$ cat config.mk
export PLATFORM = sky130hd
export DESIGN_NAME = clic_irq_tx
export DESIGN_NICKNAME = d
export VERILOG_FILES = /design/src/rtl/clic_pkg.sv /design/src/rtl/clic_irq_arb.sv /design/src/rtl/clic_irq_tx.sv
export SDC_FILE = /design/constraint.sdc
export NUM_CORES = 2
export LEC_CHECK = 0
export BUFFER_PORTS_ARGS = -buffer_cell sky130_fd_sc_hd__buf_2
export CORE_AREA = 2 2 282 284
export DETAILED_ROUTE_END_ITERATION = 10
export DIE_AREA = 0 0 284 286
export HOLD_SLACK_MARGIN = 0.08
export PLACE_DENSITY = 0.58
export SYNTH_ARGS = -nofsm -noshare
export SYNTH_HDL_FRONTEND = slang
export SYNTH_SLANG_ARGS = --single-unit
$ cat constraint.sdc
create_clock -name clk_i -period 34.6 [get_ports clk_i]
set_input_delay 1.73 -clock clk_i [delete_from_list [all_inputs] [get_ports clk_i]]
set_output_delay 1.73 -clock clk_i [all_outputs]
set_load 0.05 [all_outputs]
$ cat src/rtl/clic_pkg.sv
// Shared types for the CLIC interrupt transmit path: level width, the
// transmitter state encoding and the arbitration candidate record.
package clic_pkg;

  localparam int unsigned LevelWidth = 8;
  // Wide enough for any supported source count (up to 1024 sources).
  localparam int unsigned MaxIdWidth = 10;

  typedef enum logic [1:0] {
    IDLE = 2'd0,
    REQ  = 2'd1,
    KILL = 2'd2
  } tx_state_e;

  typedef struct packed {
    logic                  valid;
    logic [MaxIdWidth-1:0] id;
    logic [LevelWidth-1:0] level;
  } irq_cand_t;

endpackage

$ cat src/rtl/clic_irq_arb.sv
// Combinational max-level arbiter over all sources, built as a balanced
// comparator tree; ties go to the higher id.
module clic_irq_arb
  import clic_pkg::*;
#(
  parameter int unsigned NumSrc = 64
) (
  input  logic [NumSrc-1:0]            pending_i,
  input  logic [NumSrc-1:0]            enable_i,
  input  logic [NumSrc*LevelWidth-1:0] level_i,
  output irq_cand_t                    winner_o
);

  localparam int Depth  = $clog2(NumSrc);
  localparam int Leaves = 1 << Depth;

  // Heap layout: node 0 is the root, leaves start at Leaves-1.
  irq_cand_t node [2*Leaves-1];

  // The right operand always covers higher ids, so it wins equal levels.
  function automatic irq_cand_t pick(input irq_cand_t lo, input irq_cand_t hi);
    if (hi.valid && (!lo.valid || (hi.level >= lo.level))) begin
      return hi;
    end
    return lo;
  endfunction

  always_comb begin
    for (int i = 0; i < Leaves; i++) begin
      node[Leaves-1+i] = '0;
      if (i < int'(NumSrc)) begin
        node[Leaves-1+i].level = level_i[i*LevelWidth +: LevelWidth];
        node[Leaves-1+i].id    = MaxIdWidth'(i);
        node[Leaves-1+i].valid = pending_i[i] & enable_i[i] &
                                 (level_i[i*LevelWidth +: LevelWidth] != '0);
      end
    end
    for (int n = Leaves - 2; n >= 0; n--) begin
      node[n] = pick(node[2*n+1], node[2*n+2]);
    end
  end

  assign winner_o = node[0];

endmodule

$ cat src/rtl/clic_irq_tx.sv
// CLIC-side interrupt transmitter: arbitrates, holds a one-hot request and
// level towards the core, withdraws it through a one-cycle gap, claims on ack.
module clic_irq_tx
  import clic_pkg::*;
#(
  parameter int unsigned NumSrc = 64
) (
  input  logic                        clk_i,
  input  logic                        rst_ni,
  input  logic [NumSrc-1:0]           irq_pending_i,
  input  logic [NumSrc-1:0]           irq_enable_i,
  input  logic [NumSrc*8-1:0]         irq_level_i,
  output logic [NumSrc-1:0]           clic_irq_o,
  output logic [7:0]                  clic_irq_level_o,
  input  logic                        clic_irq_ack_i,
  input  logic [$clog2(NumSrc)-1:0]   clic_irq_ack_id_i,
  output logic                        claim_valid_o,
  output logic [$clog2(NumSrc)-1:0]   claim_id_o
);

  localparam int unsigned IdW = $clog2(NumSrc);

  tx_state_e                 state_q, state_d;
  logic [NumSrc-1:0]         irq_q, irq_d;
  logic [LevelWidth-1:0]     level_q, level_d;
  logic [IdW-1:0]            id_q, id_d;
  logic                      claim_valid_q, claim_valid_d;
  logic [IdW-1:0]            claim_id_q, claim_id_d;

  irq_cand_t                 win;
  logic [NumSrc-1:0]         arb_pending;
  logic [LevelWidth-1:0]     held_level;
  logic                      held_ok;
  logic                      preempt;

  // The held source is masked out so only other sources can preempt it;
  // irq_q is zero outside REQ, so IDLE/KILL see every source.
  assign arb_pending = irq_pending_i & ~irq_q;

  clic_irq_arb #(
    .NumSrc (NumSrc)
  ) u_arb (
    .pending_i (arb_pending),
    .enable_i  (irq_enable_i),
    .level_i   (irq_level_i),
    .winner_o  (win)
  );

  assign held_level = irq_level_i[{id_q, 3'b000} +: LevelWidth];
  assign held_ok    = irq_pending_i[id_q] & irq_enable_i[id_q] & (held_level != '0);
  assign preempt    = win.valid & (win.level > level_q);

  always_comb begin
    state_d       = state_q;
    irq_d         = irq_q;
    level_d       = level_q;
    id_d          = id_q;
    claim_valid_d = 1'b0;
    claim_id_d    = claim_id_q;

    if (clic_irq_ack_i) begin
      state_d       = IDLE;
      irq_d         = '0;
      level_d       = '0;
      id_d          = '0;
      claim_valid_d = 1'b1;
      claim_id_d    = clic_irq_ack_id_i;
    end else begin
      case (state_q)
        REQ: begin
          if (!held_ok || preempt) begin
            state_d = KILL;
            irq_d   = '0;
            level_d = '0;
            id_d    = '0;
          end
        end
        default: begin
          // IDLE and KILL both arbitrate; outputs are already zero here.
          if (win.valid) begin
            state_d = REQ;
            id_d    = win.id[IdW-1:0];
            level_d = win.level;
            for (int i = 0; i < int'(NumSrc); i++) begin
              irq_d[i] = (win.id == MaxIdWidth'(i));
            end
          end else begin
            state_d = IDLE;
          end
        end
      endcase
    end
  end

  always_ff @(posedge clk_i or negedge rst_ni) begin
    if (!rst_ni) begin
      state_q       <= IDLE;
      irq_q         <= '0;
      level_q       <= '0;
      id_q          <= '0;
      claim_valid_q <= 1'b0;
      claim_id_q    <= '0;
    end else begin
      state_q       <= state_d;
      irq_q         <= irq_d;
      level_q       <= level_d;
      id_q          <= id_d;
      claim_valid_q <= claim_valid_d;
      claim_id_q    <= claim_id_d;
    end
  end

  assign clic_irq_o       = irq_q;
  assign clic_irq_level_o = level_q;
  assign claim_valid_o    = claim_valid_q;
  assign claim_id_o       = claim_id_q;

endmodule

==> impl_metrics.toml <==
[cts]
cts_tree = "done"
hold_buffers = 0
clk_pin_slew_ns = 0.08
clk_latency_ns = 0.38
htreeDepth = 3
post_cts.repair.setup_buffers = 0
cts_resized = 0
clock_sinks = 87
cts-root-buf = "clkbuf_16"
cts_made_buffers = 9
cts_max_path_buffers = 2

[grt]
grt_pass1_vias = 31148
grt_usage_pct = 30.3
grt_overflow_total = 0
antenna_found_initial = 6
grt_max_degree = 46
grt_pass1_wl_um = 191000

[synthesis]
async_reset_ff_share_pct = 100
ys_ff_latch = 87
synth_area_mm2 = 0.0278
synth_edf_count = 0
ys.flop_type = "dfrtp_1"
ys_top_cells_by_area = "ha_1 (23%), mux2i_1 (9.0%), dfrtp_1 (7.8%)"
yosysTopAreaCellShare_pct = 23.1
synth-seq-area-share_pct = 7.84
synth_top_cell_by_area = "ha_1"
synthCells = 3722
syn_area_per_cell_um2 = 7.46
synth.most_common_cell = "ha_1"
ys_warn_count = 0
synthTopCellsByCount = "ha_1 (512), inv_1 (420), nand2_1 (343), nor2_1 (276), mux2i_1 (251)"
synth.distinct_cells = 94
synth_nets = 4883

[floorplanning]
io_pins = 728
core_mm2 = 0.0784
die_h_um = 286
die-area_mm2 = 0.0812
die_w_um = 284
start_util_pct = 35.5
rows = 103

[timing]
min_period_over_period_pct = 50.0
hold_violations = 0
clock_skew_ns = 0.0198
setup_tns_ns = 0
slew_headroom_pct = 18.9
setup_viol = 0
slew_violations = 0
fin_crit_ns = 17.30
rsz0062_at_grt = "no"
timing.fmax_ghz = 0.0578
worst_pin_slew_ns = 1.21

[place]
place_congestion = 0.968
port-buffer-count = 727
dp_hpwl_um = 111000

[setup_path]
crit_fanout = 40
end_kind = "register"
reg2reg_slack_ns = 18.64
crit_top_cell = "o21ai_0"
cp.arrival_ns = 17.59
slowest_delay_ns = 0.90
cp-start-kind = "input port"
cp_slowest_cell = "o21ai_1"
crit_type = "input port to register"
worstPathRequired_ns = 34.89

[detailed_routing]
route.detailed.drc = 0
ant_nets = 0
vias = 32677
drt_pre_antenna_iters = 6
routed_wl_um = 129000
viasPerCell = 6.00
drt_iter0_markers = 2693
wl_per_cell_um = 23.7

[power]
p_int_mw = 1.00
p_per_area_mw_per_mm2 = 90.3
irDropWorstVdd_mv = 0.389
power_leakage_nw = 16.5
p_comb_share_pct = 90.8
sw_frac_of_total_pct = 66.2
seq_power_share_pct = 5.8
clkPwrFrac_pct = 3.4
switchingPower_mw = 1.97
total_power_mw = 2.97

[layout]
fillers = 8319
area_growth_pct = 18.4
drive_above_1_share_pct = 21.2
fin_util_pct = 42.0
nNetsFinal = 5551

[job]
maxCapViolCount = 0

[worst_hold_path]
hp-class = "register to register"

[status]
outcome = "finished, final reports clean"
[per-stage QoR]
stage | hold slack [ns] | setup WS, ns | std cells | instance area, um2
after global routing | 0.523 | 16.08 | 5446 | 32900
after floorplan | 0.469 | 20.25 | 3722 | 27800
after CTS | 0.510 | 17.54 | 5445 | 32900
after global placement | 0.488 | 17.29 | 5429 | 32600
after detailed placement | 0.492 | 17.19 | 5429 | 32600
final | 0.509 | 17.30 | 5447 | 32900
[cells by family after synthesis]
group / count (synthesis) / synth area share (%)
compound gates: 1139 / 28.6
simple gates: 1129 / 20.0
buf+inv: 537 / 7.49
fa+ha+maj: 512 / 23.1
mux: 318 / 13.0
flops: 87 / 7.84
[layer usage]
metal / up-vias / track usage (%) / wire (um)
li1: 15536 / - / -
met1: 15481 / 39.7 / 55700
met2: 1432 / 51.5 / 60400
met3: 224 / 4.07 / 8420
met4: 4 / 9.17 / 4230
met5: - / 0 / 31
[cells in the final DEF, fill, tap and decap left out, types with 66 or more instances in the layout]
master,count
nor4_1,89
a211oi_1,86
nand3_1,72
nand2_1,342
nor2_1,276
a21oi_1,179
nor3_1,70
buf_2,726
mux2i_1,251
inv_1,419
nand4_1,66
dfrtp_1,84
o21ai_0,212
ha_1,512
[power groups by stage]
| stage | sequential (mW) | combinational (mW) | clock, mW |
|---|---|---|---|
| finish | 0.173 | 2.69 | 0.102 |
| floorplan | 0.219 | 1.75 | 0 |
| global route | 0.173 | 2.91 | 0.107 |
| CTS | 0.171 | 2.65 | 0.104 |
| detailed placement | 0.173 | 2.65 | 0 |
| global placement | 0.173 | 2.63 | 0 |
[cell type report]
type                       instances  area [um2]  share of cell area (%)
multi-input combinational       3098       23600                    71.6
timing repair buffer             770        3960                    12.0
inverter                         424        1590                    4.84
clock inverter                     7        66.3                   0.202
clock buffer                       9         225                   0.685
sequential                        87        2180                    6.63
antenna                            2        5.00                  0.0152
tap                             1050        1310                    3.99
[registers in the layout, summed over array words and instances (netlist names)]
register and flops:
clic_irq_level_o 8, clic_irq_o 64, id_q 6, state_q 2
claim_id_o 6, claim_valid_o 1
[worst max-delay path, delay by kind of cell]
family | cells | cell delay (ns)
AO/OA/AOI/OAI | 31 | 7.98
adder cells (fa/ha/maj) | 6 | 1.82
AND/OR/NAND/NOR | 15 | 3.97
buffers and inverters | 3 | 0.95
multiplexers | 3 | 1.10
[final timing paths]
kind | start | to | depth (start not counted)
setup / recovery | irq_level_i[420] | clic_irq_level_o[2]$_DFFE_PN0P_ | 58
hold / removal | claim_id_o[0]$_DFFE_PN0P_ | claim_id_o[0]$_DFFE_PN0P_ | 1
setup reg to reg | clic_irq_o[53]$_DFFE_PN0P_ | clic_irq_level_o[2]$_DFFE_PN0P_ | 56
hold reg to reg | claim_id_o[0]$_DFFE_PN0P_ | claim_id_o[0]$_DFFE_PN0P_ | 1
max in group asynchronous | rst_ni | id_q[0]$_DFFE_PN0P_ | 2
min in group asynchronous | rst_ni | claim_id_o[3]$_DFFE_PN0P_ | 1
No activity file was read; power rests on OpenSTA's default activity.
